`src/rtl/sys_defs_pkg.sv`:
```
// Shared machine-wide widths, ALU function codes and MUL reservation-station payloads.
package sys_defs_pkg;

  localparam int unsigned XLEN        = 32;
  localparam int unsigned PRF_LEN     = 6;
  localparam int unsigned ROB_LEN     = 5;
  localparam int unsigned RS_MUL_SIZE = 4;

  typedef enum logic [2:0] {
    ALU_ADD    = 3'd0,
    ALU_MUL    = 3'd1,
    ALU_MULH   = 3'd2,
    ALU_MULHSU = 3'd3,
    ALU_MULHU  = 3'd4
  } alu_func_e;

  // Dispatch-side payload, also the per-entry storage format.
  typedef struct packed {
    logic [XLEN-1:0]    opa_value;
    logic [XLEN-1:0]    opb_value;
    logic               opa_ready;
    logic               opb_ready;
    logic [PRF_LEN-1:0] opa_preg_idx;
    logic [PRF_LEN-1:0] opb_preg_idx;
    logic [PRF_LEN-1:0] dest_preg_idx;
    logic [ROB_LEN-1:0] rob_idx;
    alu_func_e          alu_func;
  } rs_mul_dispatch_t;

  // Issue-side payload handed to the multiplier.
  typedef struct packed {
    logic [XLEN-1:0]    opa_value;
    logic [XLEN-1:0]    opb_value;
    logic [PRF_LEN-1:0] dest_preg_idx;
    logic [ROB_LEN-1:0] rob_idx;
    alu_func_e          alu_func;
  } rs_mul_packet_t;

endpackage

```
`src/rtl/rs_mul_psel.sv`:
```
// Lowest-index priority select: one-hot grant of the least significant set request bit.
module rs_mul_psel #(
  parameter int unsigned N = 4
) (
  input  logic [N-1:0] req_i,
  output logic [N-1:0] gnt_o,
  output logic         found_o
);

  // Two's-complement trick isolates the lowest set bit.
  assign gnt_o   = req_i & (~req_i + N'(1));
  assign found_o = |req_i;

endmodule

```
`src/rtl/rs_mul.sv`:
```
// MUL reservation station: in-order-free allocation, CDB wakeup/forwarding, lowest-index issue.
module rs_mul
  import sys_defs_pkg::*;
#(
  parameter int unsigned N_ENTRIES = RS_MUL_SIZE
) (
  input  logic               clock,
  input  logic               reset,
  input  logic               squash,
  input  logic               dispatch_enable,
  input  rs_mul_dispatch_t   dispatch_packet,
  input  logic               cdb_valid,
  input  logic [PRF_LEN-1:0] cdb_preg_idx,
  input  logic [XLEN-1:0]    cdb_value,
  input  logic               mul_ready,
  output logic               rs_mul_full,
  output logic               mul_enable,
  output rs_mul_packet_t     rs_mul_packet
);

  logic [N_ENTRIES-1:0] valid_q, valid_d;
  rs_mul_dispatch_t     entry_q [N_ENTRIES];
  rs_mul_dispatch_t     entry_d [N_ENTRIES];
  logic                 mul_enable_q, mul_enable_d;
  rs_mul_packet_t       packet_q, packet_d;

  logic [N_ENTRIES-1:0] eligible;
  logic [N_ENTRIES-1:0] alloc_gnt, issue_gnt;
  logic                 has_free, any_eligible;
  logic                 dispatch_ok, do_issue;
  rs_mul_dispatch_t     disp_fwd;

  assign rs_mul_full   = &valid_q;
  assign mul_enable    = mul_enable_q;
  assign rs_mul_packet = packet_q;

  always_comb begin
    for (int i = 0; i < N_ENTRIES; i++) begin
      eligible[i] = valid_q[i] & entry_q[i].opa_ready & entry_q[i].opb_ready;
    end
  end

  rs_mul_psel #(.N(N_ENTRIES)) u_free_sel (
    .req_i   (~valid_q),
    .gnt_o   (alloc_gnt),
    .found_o (has_free)
  );

  rs_mul_psel #(.N(N_ENTRIES)) u_issue_sel (
    .req_i   (eligible),
    .gnt_o   (issue_gnt),
    .found_o (any_eligible)
  );

  assign dispatch_ok = dispatch_enable & has_free;
  assign do_issue    = mul_ready & any_eligible;

  // Same-cycle CDB forwarding into the incoming instruction.
  always_comb begin
    disp_fwd = dispatch_packet;
    if (cdb_valid && !dispatch_packet.opa_ready &&
        dispatch_packet.opa_preg_idx == cdb_preg_idx) begin
      disp_fwd.opa_ready = 1'b1;
      disp_fwd.opa_value = cdb_value;
    end
    if (cdb_valid && !dispatch_packet.opb_ready &&
        dispatch_packet.opb_preg_idx == cdb_preg_idx) begin
      disp_fwd.opb_ready = 1'b1;
      disp_fwd.opb_value = cdb_value;
    end
  end

  always_comb begin
    valid_d      = valid_q;
    entry_d      = entry_q;
    mul_enable_d = do_issue & ~squash;
    packet_d     = packet_q;
    for (int i = 0; i < N_ENTRIES; i++) begin
      if (valid_q[i] && cdb_valid) begin
        if (!entry_q[i].opa_ready && entry_q[i].opa_preg_idx == cdb_preg_idx) begin
          entry_d[i].opa_ready = 1'b1;
          entry_d[i].opa_value = cdb_value;
        end
        if (!entry_q[i].opb_ready && entry_q[i].opb_preg_idx == cdb_preg_idx) begin
          entry_d[i].opb_ready = 1'b1;
          entry_d[i].opb_value = cdb_value;
        end
      end
      if (do_issue && issue_gnt[i]) begin
        valid_d[i] = 1'b0;
        if (!squash) begin
          packet_d.opa_value     = entry_q[i].opa_value;
          packet_d.opb_value     = entry_q[i].opb_value;
          packet_d.dest_preg_idx = entry_q[i].dest_preg_idx;
          packet_d.rob_idx       = entry_q[i].rob_idx;
          packet_d.alu_func      = entry_q[i].alu_func;
        end
      end
      // Free slots come from current state, so a slot issued this cycle is not reused yet.
      if (dispatch_ok && alloc_gnt[i]) begin
        valid_d[i] = 1'b1;
        entry_d[i] = disp_fwd;
      end
    end
    if (squash) begin
      valid_d = '0;
    end
  end

  always_ff @(posedge clock or posedge reset) begin
    if (reset) begin
      valid_q      <= '0;
      mul_enable_q <= 1'b0;
      packet_q     <= '0;
      for (int i = 0; i < N_ENTRIES; i++) begin
        entry_q[i] <= '0;
      end
    end else begin
      valid_q      <= valid_d;
      mul_enable_q <= mul_enable_d;
      packet_q     <= packet_d;
      for (int i = 0; i < N_ENTRIES; i++) begin
        entry_q[i] <= entry_d[i];
      end
    end
  end

endmodule
```
`config.mk`:
```
export PLATFORM = sky130hd
export DESIGN_NAME = rs_mul
export DESIGN_NICKNAME = d
export VERILOG_FILES = /design/src/rtl/sys_defs_pkg.sv /design/src/rtl/rs_mul_psel.sv /design/src/rtl/rs_mul.sv
export SDC_FILE = /design/constraint.sdc
export NUM_CORES = 1
export LEC_CHECK = 0
export ABC_CLOCK_PERIOD_IN_PS = 15100
export BUFFER_PORTS_ARGS = -buffer_cell sky130_fd_sc_hd__buf_2
export CAP_MARGIN = 20
export CORE_ASPECT_RATIO = 0.8
export CORE_MARGIN = 1
export CORE_UTILIZATION = 35
export CTS_CLUSTER_SIZE = 12
export DETAILED_ROUTE_END_ITERATION = 12
export SYNTH_ARGS = -nofsm -noshare
export SYNTH_HDL_FRONTEND = slang
export SYNTH_SLANG_ARGS = --single-unit
```
`constraint.sdc`:
```
create_clock -name clock -period 15.1 [get_ports clock]
set_input_delay 1.51 -clock clock [delete_from_list [all_inputs] [get_ports clock]]
set_output_delay 1.51 -clock clock [all_outputs]
set_load 0.02 [all_outputs]
```
==> impl_metrics.env, run 1 <==
export IMPL_antenna_found_initial=11
export IMPL_critPathMostFrequentCell="a21oi_1"
export IMPL_die_y_um=230
export IMPL_vias=20523
export IMPL_drt_first_pass_iters=6
export IMPL_hold_path_depth=2
export IMPL_clk_pin_slew_ns=0.06
export IMPL_setup_ws_ns=11.23
export IMPL_critPathLaunchType="input port"
export IMPL_grt_max_degree=162
export IMPL_cts_setup_buffers=0
export IMPL_path_delay_family="buffers and inverters"
export IMPL_synthCells=2415
export IMPL_drv_cap=0
export IMPL_totalWireLength_mm=87.1
export IMPL_synth_ff_type="dfrtp_1"
export IMPL_fmax_mhz=258
export IMPL_worstPathCellList="buf_6, nand2b_1, nor4_4, buf_4, a21oi_1, o221ai_1, a21oi_1"
export IMPL_drtIter0Drc=2388
export IMPL_synth_warnings=0
export IMPL_cts_tree="done"
export IMPL_crit_fanout=64
export IMPL_crit_path_end_kind="flop"
export IMPL_post_synth_top_count_cell="dfrtp_1"
export IMPL_cts_resized=0
export IMPL_final_hold_viol_count=0
export IMPL_timing_rr_start="valid_q[0]"
export IMPL_synth_cells_most_frequent="dfrtp_1 (451), nand2_1 (399), a21oi_1 (295)"
export IMPL_ys_seq_area_frac=0.498
export IMPL_ir_drop_mv=0.0911
export IMPL_syn_num_nets=2551
export IMPL_clkLatencyLatePin_ns=0.62
export IMPL_dieWidth_um=287
export IMPL_finalSetupTns_ns=0
export IMPL_netlist_top_cells_area="dfrtp_1 (50%), nand2_1 (6.6%), a21oi_1 (6.5%), o32ai_1 (3.7%), mux2i_1 (3.4%)"
export IMPL_clockBufferDepth=3
export IMPL_tightest_slew_ns=1.21
export IMPL_final_cell_area_mm2=0.0261
export IMPL_utilization=0.407
export IMPL_gp_congestion=0.853
export IMPL_rr_endpoint="rs_mul_packet[54]"
export IMPL_place_area_mm2=0.0245
export IMPL_grt_pass1_vias=20241
export IMPL_hold_class="reg2reg"
export IMPL_ys_types=55
export IMPL_synth_top_cell_area_share=0.498
export IMPL_finClkSkew_ns=0.0334
export IMPL_initial_core_util=0.354
export IMPL_worstSetupPathType="in2reg"
export IMPL_slew_headroom=0.193
export IMPL_fin_nets=2648
export IMPL_dp_hpwl_mm=49.3
export IMPL_ant_nets=0
export IMPL_p_per_area_mw_per_mm2=147
export IMPL_setup_viol=0
export IMPL_clock_sinks=451
export IMPL_async_reset_ff_frac=1.00
export IMPL_min_to="entry_q[105]"
export IMPL_grt_pass1_wl_mm=131
export IMPL_status="completed"
export IMPL_core_area_mm2=0.0641
export IMPL_rsz0062_at_grt="no"
export IMPL_synth_area_mm2=0.0227
export IMPL_path_buf_inv=2
export IMPL_cpPeakStageDelay_ns=0.96
export IMPL_die_area_mm2=0.0658
export IMPL_reg2reg_depth=6
export IMPL_area_growth_pct=15.1
export IMPL_synth_avg_cell_area_um2=9.39
export IMPL_drive_gt1_frac=0.148
export IMPL_min_period_ns=3.87
export IMPL_cts_htree_levels=2
export IMPL_cts_buffers=49
export IMPL_clock_root_buffer="clkbuf_16"
export IMPL_fin_crit_sh=0.257
export IMPL_num_rows=83
export IMPL_cts_hold_buf=0
export IMPL_grt_overflow_total=0
export IMPL_drcViolationCount=0
export IMPL_cp_arrival_ns=4.34
export IMPL_ys_ff_latch=451
export IMPL_synth_edf_count=0
export IMPL_yosys_area_top_type="dfrtp_1"
export IMPL_p_leak_uw=0.0113
export IMPL_r2r_setup_slack_ns=11.74
export IMPL_io_pin_count=216
export IMPL_drv_slew=0
export IMPL_cp_slowest_cell="buf_4"
export IMPL_worst_ep_required_time_ns=15.57
export IMPL_io_buffers=215
export IMPL_hold_path_startpoint="entry_q[105]"
export IMPL_wl_per_cell_um=25.6
export IMPL_vias_per_cell=6.04
export IMPL_pre_cts_ws_ns=10.70
export IMPL_groute_usage_overall=0.260
cell type report:
type	instances	area, um2
diodes	4	10.0
fillers	6181	38000
clock buffers	72	1450
repair buffers	260	1430
well taps	850	1060
clock inverters	12	133
flip-flops and latches	451	11300
inverters	33	131
multi-input cells	1717	10600
registers in the layout (all words and copies together) (netlist names):
name	flops
mul_enable	1
entry_q	368
valid_q	4
rs_mul_packet	78
worst max-delay path by stage:
stage | slack (ns) | from | end | depth (start not counted)
6_report | 11.23 | squash | rs_mul_packet[54] | 7
5_1_grt | 11.22 | squash | rs_mul_packet[17] | 7
4_1_cts | 11.33 | squash | rs_mul_packet[54] | 7
3_5_place_dp | 10.70 | squash | rs_mul_packet[54] | 7
3_3_place_gp | 10.77 | squash | rs_mul_packet[24] | 7
2_1_floorplan | 1.02 | reset | entry_q[0] | 1
kinds of logic (layout without fill, tap and decap cells):
kind of cell	after synthesis	after routing	synth area share
AOI/OAI and AO/OA	858	858	0.259
buffers and inverters	247	377	0.0466
other	0	4	0
muxes	78	78	0.0344
and+or+nand+nor	721	721	0.139
xor gates and xnor gates	60	60	0.0235
DFF	451	451	0.498
worst min-delay path: stages (launching register included):
cell	delay, ns
dfrtp_1	0.34
nand2_1	0.05
nand2_1	0.05
power by group:
part | total (uW) | switching [uW] | internal (uW)
Clock | 1210 | 516 | 698
Sequential | 1720 | 220 | 1500
Combinational | 903 | 541 | 362
Total | 3830 | 1280 | 2560
layout by cell type, fill, tap and decap left out, types with 12 or more instances in the layout:
master	Yosys	final
o32a_1	32	32
a21oi_1	295	295
xor2_1	15	15
buf_4	4	44
nand2_1	399	399
o32ai_1	96	96
nor3_1	37	36
buf_2	44	214
inv_1	33	32
xnor2_1	44	44
o21a_1	96	96
o22a_1	64	64
clkbuf_8	0	14
a21o_1	79	79
a211oi_1	28	28
clkbuf_16	0	49
nand3_1	13	12
nand2b_1	66	65
o221ai_1	51	51
nor2_1	155	152
mux2i_1	78	78
o22ai_1	64	64
o21ai_0	36	36
dfrtp_1	451	451
metrics by stage:
step                      cells  hold slack [ns]  total power (uW)
after floorplan            2415            0.445              2270
after global placement     3311            0.456              2590
after detailed placement   3311            0.463              2630
after CTS                  3395            0.477              3850
after global routing       3397            0.490              4020
final                      3399            0.476              3830
per-layer routing:
layer / track usage / share of wire / up-vias
met5: 0 / 0.00028 / -
met4: 0.0889 / 0.029 / 4
met3: 0.0549 / 0.098 / 204
met2: 0.400 / 0.45 / 1185
met1: 0.362 / 0.42 / 10230
li1: - / - / 8900
(Power assumes the default switching activity.)
==> run 2: changes to the inputs <==
--- a/config.mk
+++ b/config.mk
@@ -5,7 +5,7 @@
 export SDC_FILE = /design/constraint.sdc
 export NUM_CORES = 1
 export LEC_CHECK = 0
-export ABC_CLOCK_PERIOD_IN_PS = 15100
+export ABC_CLOCK_PERIOD_IN_PS = 3890
 export BUFFER_PORTS_ARGS = -buffer_cell sky130_fd_sc_hd__buf_2
 export CAP_MARGIN = 20
 export CORE_ASPECT_RATIO = 0.8
==> constraint.sdc (replaced) <==
create_clock -name clock -period 3.89 [get_ports clock]
set_input_delay 0.389 -clock clock [delete_from_list [all_inputs] [get_ports clock]]
set_output_delay 0.389 -clock clock [all_outputs]
set_load 0.02 [all_outputs]
==> impl_metrics.env, run 2 (synthesized netlist as in run 1, its figures left out) <==
export IMPL_use_met3=0.0533
export IMPL_fmax_mhz=348
export IMPL_io_pin_count=216
export IMPL_final_cell_mix="dfrtp_1 (451), nand2_1 (399), a21oi_1 (295)"
export IMPL_drcViolationCount=0
export IMPL_die_area_mm2=0.0658
export IMPL_ir_drop_mv=0.425
export IMPL_crit_fanout=30
export IMPL_status="completed"
export IMPL_cts_tree="done"
export IMPL_rsz0062_at_grt="no"
export IMPL_drtIter0Drc=2335
export IMPL_cts_buffers=49
export IMPL_setup_viol=0
export IMPL_largest_register="entry_q"
export IMPL_critPathLaunchType="flop"
export IMPL_p_leak_uw=0.0115
export IMPL_groute_usage_overall=0.260
export IMPL_clock_root_buffer="clkbuf_16"
export IMPL_final_common_cell="dfrtp_1"
export IMPL_min_period_ns=2.88
export IMPL_initial_core_util=0.354
export IMPL_crit_path_start="valid_q[0]"
export IMPL_critPathCapture="entry_q[260]"
export IMPL_use_met1=0.365
export IMPL_clockBufferDepth=3
export IMPL_clkLatencyLatePin_ns=0.63
export IMPL_vias_per_cell=5.99
export IMPL_rr_endpoint="entry_q[260]"
export IMPL_place_inst=3334
export IMPL_ant_nets=0
export IMPL_grt_pass1_wl_mm=132
export IMPL_instances_no_fill=3436
export IMPL_met2_usage=0.400
export IMPL_dieWidth_um=287
export IMPL_grt_overflow_total=0
export IMPL_drv_cap=0
export IMPL_grt_pass1_vias=20810
export IMPL_vias=20590
export IMPL_gp_congestion=0.887
export IMPL_p_per_area_mw_per_mm2=563
export IMPL_worstSetupPathType="reg2reg"
export IMPL_fin_nets=2681
export IMPL_core_area_mm2=0.0641
export IMPL_finClkSkew_ns=0.0412
export IMPL_drt_first_pass_iters=5
export IMPL_die_y_um=230
export IMPL_cp_arrival_ns=3.36
export IMPL_cts_setup_buffers=0
export IMPL_area_growth_pct=16.7
export IMPL_grt_busiest_layer="met2"
export IMPL_clock_sinks=451
export IMPL_r2r_setup_slack_ns=1.01
export IMPL_drive_gt1_frac=0.157
export IMPL_fin_crit_sh=0.740
export IMPL_antenna_found_initial=7
export IMPL_grt_max_degree=121
export IMPL_cts_htree_levels=2
export IMPL_dp_hpwl_mm=53.1
export IMPL_drv_slew=0
export IMPL_pre_cts_ws_ns=0.945
export IMPL_num_rows=83
export IMPL_totalWireLength_mm=86.4
export IMPL_io_buffers=215
export IMPL_reg2reg_depth=6
export IMPL_wl_per_cell_um=25.1
export IMPL_slew_headroom=0.303
export IMPL_timing_rr_start="valid_q[0]"
export IMPL_largest_reg_flops=368
export IMPL_setup_ws_ns=1.01
export IMPL_tightest_slew_ns=1.04
export IMPL_worst_ep_required_time_ns=4.38
export IMPL_crit_path_end_kind="flop"
export IMPL_final_hold_viol_count=0
export IMPL_clk_pin_slew_ns=0.07
export IMPL_hold_class="in2reg"
-- run 2: cell types whose count changed in the layout (fill, tap and decap cells not counted), moves of 2 or more --
cell,change
buf_4,+16
buf_12,+7
buf_16,+2
dlygate4sd3_1,+8
clkbuf_1,+2
clkbuf_8,-3
clkinv_2,+4
-- run 2: layer usage --
| layer | wire length, um | part of all wire |
|---|---|---|
| met1 | 37800 | 0.44 |
| met2 | 38500 | 0.45 |
| met3 | 7620 | 0.088 |
| met4 | 2420 | 0.028 |
| met5 | 12 | 0.00014 |
-- run 2: worst max-delay path: stages (launching register included) --
cell and delay, ns:
dfrtp_1 0.51, nand2_1 0.30, or2_2 0.76, o21ai_4 0.46, buf_4 0.38, o22a_1 0.20
o21a_1 0.11
-- run 2: area by class of cell --
| cell class | count | area [um2] |
|---|---|---|
| antenna | 5 | 12.5 |
| clock inverter | 16 | 160 |
| tap | 850 | 1060 |
| multi-input combinational | 1717 | 10600 |
| sequential | 451 | 11300 |
| inverter | 33 | 128 |
| timing repair buffer | 293 | 1830 |
| clock buffer | 71 | 1420 |
| fill | 6154 | 37600 |
-- run 2: worst min path at each step --
stage	to	startpoint	slack [ns]	cells after the start
global placement	entry_q[97]	entry_q[97]	0.46	2
floorplan	entry_q[184]	entry_q[184]	0.44	2
detailed placement	entry_q[2]	entry_q[2]	0.46	2
finish	entry_q[97]	dispatch_packet[5]	0.02	3
CTS	entry_q[276]	dispatch_packet[0]	0.0002	3
global route	entry_q[12]	dispatch_packet[12]	0.02	3
-- run 2: timing repair --
item | 4_1_cts | 5_1_grt
setup endpoints to repair | 0 | 0
resized for setup | 0 | 0
hold buffers | 8 | 0
endpoints found under the hold margin | 40 | 0
-- run 2: through the flow --
step                      hold slack, ns  total power (uW)   util  TNS [ns]  area (um2)
after global placement             0.456             10100  0.386         0       24800
after CTS                       0.000249             15000  0.412         0       26400
after detailed placement           0.463             10300  0.386         0       24800
final                             0.0179             14900  0.413         0       26500
after global routing              0.0168             15600  0.413         0       26500
after floorplan                    0.445              8800      -  -1171.75       22700
-- run 2: report_power, final --
group	total, uW	internal (uW)	switching [uW]
Combinational	3560	1430	2130
Sequential	6680	5820	862
Clock	4670	2610	2060
